`config.mk`:
```
export PLATFORM = sky130hd
export DESIGN_NAME = rr_onecold_arbiter
export DESIGN_NICKNAME = d
export VERILOG_FILES = /design/src/rtl/rr_onecold_arbiter.sv
export SDC_FILE = /design/constraint.sdc
export NUM_CORES = 1
export LEC_CHECK = 0
export CORE_UTILIZATION = 40
export CTS_CLUSTER_DIAMETER = 80
export CTS_CLUSTER_SIZE = 28
export DETAILED_ROUTE_END_ITERATION = 16
export MAX_ROUTING_LAYER = met4
export PLACE_DENSITY = 0.6
export SYNTH_ARGS = -nofsm -noshare
export SYNTH_HDL_FRONTEND = slang
export SYNTH_SLANG_ARGS = --single-unit
```
`constraint.sdc`:
```
create_clock -name clk -period 2.4 [get_ports clk]
set_input_delay 0.6 -clock clk [delete_from_list [all_inputs] [get_ports clk]]
set_output_delay 0.6 -clock clk [all_outputs]
set_load 0.01 [all_outputs]
```
`src/rtl/rr_onecold_arbiter.sv`:
```
// Round-robin arbiter with registered one-hot grant, one-cold copy and forced release after MAX_HOLD cycles.
// Optional SVA checks are compiled in when ARB_ASSERT_EN is defined.
module rr_onecold_arbiter #(
    parameter int unsigned N        = 4,
    parameter int unsigned MAX_HOLD = 8
) (
    input  logic                 clk,
    input  logic                 rst_n,
    input  logic [N-1:0]         req,
    output logic [N-1:0]         gnt,
    output logic [N-1:0]         gnt_n,
    output logic [$clog2(N)-1:0] gnt_id,
    output logic                 busy,
    output logic                 preempt
);

    localparam int unsigned IW = $clog2(N);
    localparam int unsigned HW = $clog2(MAX_HOLD + 1);

    typedef enum logic {S_IDLE, S_GRANT} state_t;

    state_t         state_q, state_d;
    logic [IW-1:0]  ptr_q, ptr_d;
    logic [HW-1:0]  hold_q, hold_d;
    logic [N-1:0]   gnt_d;
    logic [IW-1:0]  id_d;
    logic           busy_d, preempt_d;

    logic [IW-1:0]  owner_inc;
    logic [IW-1:0]  scan_start;
    logic [IW-1:0]  win;
    logic           found;
    logic           vol_rel, forced_rel;
    int unsigned    idx;

    // State register; gnt_id doubles as the owner index while in S_GRANT.
    always_ff @(posedge clk) begin
        if (!rst_n) begin
            state_q <= S_IDLE;
            ptr_q   <= '0;
            hold_q  <= '0;
            gnt     <= '0;
            gnt_n   <= '1;
            gnt_id  <= '0;
            busy    <= 1'b0;
            preempt <= 1'b0;
        end else begin
            state_q <= state_d;
            ptr_q   <= ptr_d;
            hold_q  <= hold_d;
            gnt     <= gnt_d;
            gnt_n   <= ~gnt_d;
            gnt_id  <= id_d;
            busy    <= busy_d;
            preempt <= preempt_d;
        end
    end

    // Next-state, winner scan and output logic.
    always_comb begin
        state_d    = state_q;
        ptr_d      = ptr_q;
        hold_d     = hold_q;
        gnt_d      = gnt;
        id_d       = gnt_id;
        busy_d     = busy;
        preempt_d  = 1'b0;
        found      = 1'b0;
        win        = '0;
        idx        = 0;
        vol_rel    = 1'b0;
        forced_rel = 1'b0;

        owner_inc  = (gnt_id == IW'(N - 1)) ? '0 : gnt_id + IW'(1);
        // Scanning from owner+1 leaves the current owner lowest priority on release.
        scan_start = (state_q == S_GRANT) ? owner_inc : ptr_q;

        for (int unsigned i = 0; i < N; i++) begin
            idx = (32'(scan_start) + i) % N;
            if (!found && req[IW'(idx)]) begin
                found = 1'b1;
                win   = IW'(idx);
            end
        end

        case (state_q)
            S_IDLE: begin
                if (found) begin
                    state_d = S_GRANT;
                    gnt_d   = N'(1) << win;
                    id_d    = win;
                    busy_d  = 1'b1;
                    hold_d  = '0;
                end
            end
            S_GRANT: begin
                vol_rel    = !req[gnt_id];
                forced_rel = (hold_q == HW'(MAX_HOLD - 1));
                if (vol_rel || forced_rel) begin
                    ptr_d     = owner_inc;
                    // Preempt only when the owner still wanted the resource.
                    preempt_d = forced_rel && !vol_rel;
                    hold_d    = '0;
                    if (found) begin
                        gnt_d = N'(1) << win;
                        id_d  = win;
                    end else begin
                        state_d = S_IDLE;
                        gnt_d   = '0;
                        id_d    = '0;
                        busy_d  = 1'b0;
                    end
                end else begin
                    hold_d = hold_q + HW'(1);
                end
            end
            default: state_d = S_IDLE;
        endcase
    end

`ifdef ARB_ASSERT_EN
    localparam int unsigned WB = N * MAX_HOLD;
    localparam int unsigned WW = $clog2(WB + 2);

    logic [WW-1:0] wait_cnt [N];

    // Cycles each requester has been waiting with its request continuously high.
    always_ff @(posedge clk) begin
        for (int unsigned i = 0; i < N; i++) begin
            if (!rst_n || !req[i] || gnt[i]) begin
                wait_cnt[i] <= '0;
            end else if (wait_cnt[i] != WW'(WB + 1)) begin
                wait_cnt[i] <= wait_cnt[i] + WW'(1);
            end
        end
    end

    a_onehot0: assert property (@(posedge clk) disable iff (!rst_n) $onehot0(gnt))
        else $error("%0t: gnt not onehot0 (%b)", $time, gnt);
    a_onecold: assert property (@(posedge clk) disable iff (!rst_n) gnt_n == ~gnt)
        else $error("%0t: gnt_n %b != ~gnt %b", $time, gnt_n, gnt);
    a_busy_cold: assert property (@(posedge clk) disable iff (!rst_n) busy |-> $onehot(~gnt_n))
        else $error("%0t: busy with gnt_n=%b", $time, gnt_n);
    a_tenure: assert property (@(posedge clk) disable iff (!rst_n) busy |-> (hold_q < HW'(MAX_HOLD)))
        else $error("%0t: tenure exceeded MAX_HOLD", $time);

    for (genvar g = 0; g < N; g++) begin : g_starve
        a_starve: assert property (@(posedge clk) disable iff (!rst_n) wait_cnt[g] <= WW'(WB))
            else $error("%0t: requester %0d starved", $time, g);
    end
`endif

endmodule

```
==> summary.md, run 1 <==
| Metric | Value |
|---|---|
| TritonCTS clock tree | `done` |
| Final wirelength | `2.49 mm` |
| Drt wl/cell | `13.9 µm` |
| Drt drc | `0` |
| CP Launch Type | `input port` |
| Port bufs | `17` |
| Placed instance count | `175` |
| Synth warnings | `0` |
| PostCTS Resize Cnt | `0` |
| Setup tns final | `0 ps` |
| Leading area contributor after synthesis | `dfxtp_1` |
| Sequential share of the synthesized area | `35.1%` |
| Cell Rows | `18` |
| Post-synth top area share | `35.1%` |
| Die X | `54.0 µm` |
| Most used DFF post-synth | `dfxtp_1` |
| Initial antenna violation count | `0` |
| Layout Utilization | `52.8%` |
| Internal power | `504 µW` |
| Worst VDD drop | `388 µV` |
| CP arrival | `2210 ps` |
| Count leader, synth | `dfxtp_1` |
| H-tree Lvls | `1` |
| Worst Tran Pin Value | `497 ps` |
| Global-route wire length before repair | `4.02 mm` |
| Largest net degree at the start of global routing | `17` |
| Vias per cell | `5.75` |
| CP max-delay cell | `mux4_2` |
| Clock skew | `11.1 ps` |
| Diodes inserted | `0` |
| Crit path kind | `input port to flip-flop` |
| Status | `completed` |
| #FFs+latches synth | `19` |
| Clk_lat worst skew | `300 ps` |
| Minimum clock period | `2010 ps` |
| Async set or reset register ratio after synthesis | `0%` |
| Core Region | `2520 µm²` |
| Net Switching | `232 µW` |
| CP Cell Sequence | `clkdlybuf4s50_1 > mux4_2 > and3_4 > o32a_1` |
| Chip Height | `54.0 µm` |
| Flop pwr share | `48.5%` |
| CTS sink count | `19` |
| Final setup margin | `391 ps` |
| DPL Wire Length | `1.87 mm` |
| DR pass1 iterations | `4` |
| Routability-driven placement congestion ratio | `0.823` |
| Max Clock Freq | `498 MHz` |
| Synth cell count leaders | `dfxtp_1, nand2_1, nand3_1, o21ai_0` |
| CTS root buf | `clkbuf_4` |
| Unrepaired setup endpoints after global routing | `no` |
| Slew margin rel. | `65.9%` |
| Mapped Nets | `137` |
| NumNets Final | `159` |
| GRT overflow | `0` |
| # hold bufs at CTS | `0` |
| Post-route ant nets | `0` |
| Synth Instances | `128` |
| Fin crit share | `83.7%` |
| Finished Layout Cells | `179` |
| Synthesized area per cell | `8.47 µm²` |
| Clock Pin Slew Worst Setup and Hold Paths | `110 ps` |
| Max-Cap Viols | `0` |
| GR Util All Layers | `20.0%` |
| # Post-CTS Setup Buffers | `0` |
| Sw Ratio | `31.6%` |
| DP Worst Slack | `71.3 ps` |
| Die area | `2920 µm²` |
| Hold Crit Class | `flip-flop to flip-flop` |
| Clock share of power | `21.6%` |
| Mapped cell area | `1080 µm²` |
| Longest Clk Path Bufs | `2` |
| Synth area leaders | `dfxtp_1, nand2_1, nand3_1, o21ai_0, ha_1` |
| Slowest stage delay, CP | `560 ps` |
| Final Hold Fails | `0` |
| TritonCTS Buffers | `3` |
| Critical path endpoint category | `flip-flop` |
| Vias post-DR | `1029` |
| Final count of negative-setup-slack endpoints | `0` |
| Critical Path RT | `2600 ps` |
| Distinct cells, synth | `43` |
| Power per Cell Area | `552 nW/µm²` |
| Share of layout cells above drive strength 1 | `13.4%` |
| Ports | `18` |
| Iteration-0 DRC count of the detailed router | `33` |
| Post-synth EDFFs | `0` |
| Initial core utilization | `43.0%` |
| Proportion of power drawn by combinational gates | `29.8%` |
| Vias in the first global route | `868` |
| Leak | `0.000490 µW` |
| Slew Limit Fails | `0` |
| Worst-path fanout max | `6` |
| Layout area overhead | `23.0%` |
==> cells in the final DEF, fill, tap and decap left out, drive strengths merged, types with 2 or more instances in the layout <==
| master | instances |
|---|---|
| a21boi | 2 |
| a21oi | 5 |
| a311oi | 2 |
| a31oi | 3 |
| and2 | 3 |
| and3 | 2 |
| buf | 8 |
| clkbuf | 3 |
| clkdlybuf4s50 | 17 |
| dfxtp | 19 |
| ha | 3 |
| inv | 4 |
| nand2 | 13 |
| nand2b | 2 |
| nand3 | 10 |
| nand3b | 3 |
| nand4 | 2 |
| nor2 | 4 |
| nor2b | 2 |
| nor3 | 3 |
| nor4 | 3 |
| o2111ai | 2 |
| o211ai | 4 |
| o21ai | 9 |
| o22a | 3 |
| o31ai | 5 |
| or3 | 2 |
==> power by group through the flow <==
stage	sequential, µW	clock [µW]	combinational [µW]
6_report	357	159	220
2_1_floorplan	371	0	130
3_5_place_dp	364	0	217
3_3_place_gp	365	0	217
5_1_grt	361	188	242
4_1_cts	358	169	219
==> worst max-delay path, delay by kind of cell <==
kind / cells / cell delay, ps
muxes: 1 / 560
buffers and inverters: 1 / 490
AOI/OAI and AO/OA: 1 / 340
and+or+nand+nor: 1 / 220
==> area by class of cell <==
cell class                      instances  area, µm²
Tap cell                               30       37.5
Timing Repair Buffer                   25        230
Sequential cell                        19        380
Clock buffer                            3       22.5
Multi-Input combinational cell         97        642
Fill cell                             243       1190
Clock inverter                          1       5.00
Inverter                                4       15.0
==> worst paths after layout <==
path                      endpoint  slack (ps)  depth (start not counted)                   start
max            gnt_n[0]$_SDFF_PN1_         390                          4                  req[3]
min          ptr_q[1]$_SDFFE_PN0P_         480                          2   ptr_q[1]$_SDFFE_PN0P_
max reg2reg    gnt_n[1]$_SDFF_PN1_         420                          5  gnt_id[1]$_SDFFE_PN0P_
min reg2reg  ptr_q[1]$_SDFFE_PN0P_         480                          2   ptr_q[1]$_SDFFE_PN0P_
==> metal layers <==
layer	routed length, µm	global-route usage [%]
met3	101	5.08
met4	15	5.98
met5	0	-
met1	1250	26.5
met2	1120	29.8
==> cells by family (layout without fill, tap and decap cells) <==
kind of cell             Yosys count  after routing  share of synthesized area (%)
AND/OR/NAND/NOR                   51             51                           25.5
AO/OA/AOI/OAI                     40             40                           26.2
flip-flops                        19             19                           35.1
buffers and inverters             12             33                           5.66
adder cells (fa/ha/maj)            3              3                           3.46
multiplexers                       3              3                           4.04
==> per-stage QoR <==
step	hold WS (ps)	cell area, µm²	power [µW]
floorplan	446	1080	500
global placement	461	1310	581
detailed placement	469	1310	582
CTS	486	1330	746
finish	482	1330	736
global route	515	1330	791
No activity file was read; power rests on OpenSTA's default activity.
==> run 2: changes to the inputs <==
--- a/config.mk
+++ b/config.mk
@@ -10,7 +10,7 @@
 export CTS_CLUSTER_SIZE = 28
 export DETAILED_ROUTE_END_ITERATION = 16
 export MAX_ROUTING_LAYER = met4
-export PLACE_DENSITY = 0.6
+export PLACE_DENSITY = 0.62
 export SYNTH_ARGS = -nofsm -noshare
 export SYNTH_HDL_FRONTEND = slang
 export SYNTH_SLANG_ARGS = --single-unit
==> constraint.sdc (replaced) <==
create_clock -name clk -period 1.8 [get_ports clk]
set_input_delay 0.45 -clock clk [delete_from_list [all_inputs] [get_ports clk]]
set_output_delay 0.45 -clock clk [all_outputs]
set_load 0.01 [all_outputs]
==> summary.md, run 2 (same netlist as run 1, synthesis figures left out) <==
| Metric | Value |
|---|---|
| FILL cells | `225` |
| Die X | `54.0 µm` |
| Crit path kind | `input port to flip-flop` |
| DR pass1 iterations | `4` |
| CP Launch Type | `input port` |
| Minimum clock period | `1780 ps` |
| Ports | `18` |
| CP max-delay cell | `mux4_2` |
| Commonest non-fill, non-tap cell in the layout | `buf_4` |
| Die area | `2920 µm²` |
| Port bufs | `17` |
| Finished Layout Cells | `194` |
| Initial core utilization | `43.0%` |
| Final count of negative-setup-slack endpoints | `0` |
| Longest Clk Path Bufs | `2` |
| # hold bufs at CTS | `0` |
| TritonCTS clock tree | `done` |
| Critical Path RT | `1990 ps` |
| Slew Limit Fails | `0` |
| Critical path endpoint category | `flip-flop` |
| Post-route ant nets | `0` |
| CP arrival | `1970 ps` |
| Core Region | `2520 µm²` |
| Final wirelength | `2.93 mm` |
| Status | `completed` |
| Global-route wire length before repair | `4.66 mm` |
| CTS sink count | `19` |
| Unrepaired setup endpoints after global routing | `yes` |
| Max-Cap Viols | `0` |
| Slowest stage delay, CP | `540 ps` |
| Diodes inserted | `0` |
| GR Util All Layers | `23.2%` |
| Chip Height | `54.0 µm` |
| Final Hold Fails | `0` |
| Worst VDD drop | `517 µV` |
| Iteration-0 DRC count of the detailed router | `30` |
| Worst Tran Pin Value | `511 ps` |
| Vias post-DR | `1133` |
| Drt drc | `0` |
| Largest net degree at the start of global routing | `17` |
| Routability-driven placement congestion ratio | `0.802` |
| Placed instance count | `190` |
| Clk_lat worst skew | `300 ps` |
| Final hold slack | `500 ps` |
| Clock Pin Slew Worst Setup and Hold Paths | `100 ps` |
| Initial antenna violation count | `0` |
| Hold Crit Class | `flip-flop to flip-flop` |
| Share of layout cells above drive strength 1 | `28.0%` |
| CTS root buf | `clkbuf_4` |
| Drt wl/cell | `15.1 µm` |
| Leak | `0.000617 µW` |
| Commonest cells after routing, fill and taps aside | `buf_4, dfxtp_1, nand2_1` |
| NumNets Final | `174` |
| Fin crit share | `98.8%` |
| H-tree Lvls | `1` |
| Slew margin rel. | `65.8%` |
| Layout area overhead | `43.4%` |
| Worst-path fanout max | `5` |
| Vias in the first global route | `1027` |
| Max Clock Freq | `562 MHz` |
| Power per Cell Area | `707 nW/µm²` |
| TritonCTS Buffers | `3` |
| Vias per cell | `5.84` |
| Cell Rows | `18` |
| CP Cell Sequence | `clkdlybuf4s50_1 > mux4_2 > and3_4 > o32a_1` |
| Clock skew | `5.66 ps` |
| DPL Wire Length | `2.11 mm` |
| GRT overflow | `0` |
==> run 2: changes by cell type in the layout (fill, tap and decap cells not counted), moves of 2 or more <==
cell	delta
nor4_4	+2
o21ai_0	-2
o21ai_1	+2
buf_6	+2
dlygate4sd2_1	+2
dfxtp_2	+2
o31ai_2	+3
o31ai_1	-3
clkdlybuf4s50_1	-5
dfxtp_1	-2
nor4_1	-2
dlymetal6s2s_1	+3
buf_4	+13
==> run 2: cell type report <==
class	count	area [µm²]	area share, %
Multi-Input combinational cell	97	736	47.3
Sequential cell	19	383	24.6
Timing Repair Buffer	40	355	22.9
Tap cell	30	37.5	2.42
Clock buffer	3	22.5	1.45
Inverter	4	15.0	0.966
Clock inverter	1	5.00	0.322
==> run 2: final timing paths <==
path,startpoint,endpoint,slack [ps],cells after the start
setup / recovery,req[3],gnt_n[0]$_SDFF_PN1_,20,4
hold / removal,hold_q[0]$_SDFFE_PN0P_,hold_q[0]$_SDFFE_PN0P_,500,2
setup reg to reg,state_q$_SDFF_PN0_,gnt_n[2]$_SDFF_PN1_,30,6
hold reg to reg,hold_q[0]$_SDFFE_PN0P_,hold_q[0]$_SDFFE_PN0P_,500,2
==> run 2: routing by layer <==
layer  share of wire [%]  vias to the layer above  track usage [%]
met1                  46                      526             29.3
met5                   0                        -                -
li1                    -                      557                -
met2                  47                       44             37.2
met4                 1.6                        0             5.13
met3                 5.5                        6             5.37
==> run 2: through the flow <==
| stage | area (µm²) | setup slack (ps) | total power [µW] | util [%] | setup TNS (ps) |
|---|---|---|---|---|---|
| 2_1_floorplan | 1090 | 12.8 | 668 | - | 0 |
| 6_report | 1550 | 21.0 | 1100 | 61.6 | 0 |
| 3_5_place_dp | 1430 | -339 | 841 | 56.5 | -5240 |
| 3_3_place_gp | 1430 | -314 | 837 | 56.5 | -4830 |
| 5_1_grt | 1550 | -13.1 | 1170 | 61.6 | -46.2 |
| 4_1_cts | 1460 | 11.8 | 1070 | 57.9 | 0 |
==> run 2: critical path, delay by kind of cell <==
family	cells	cell delay, ps
AND/OR/NAND/NOR	1	230
AO/OA/AOI/OAI	1	330
buffers and inverters	1	420
multiplexers	1	540
==> run 2: report_power, final <==
group	leakage, µW	switching [µW]	internal, µW
combinational	0.000443	204	205
sequential	0.000156	21.2	453
clock	0.0000177	133	82.7
==> run 2: timing repair <==
item | 4_1_cts | 5_1_grt
resized for setup | 7 | 18
hold endpoints to repair | 0 | 0
pin swaps | 0 | 2
setup endpoints to repair | 11 | 17
setup buffers | 0 | 0
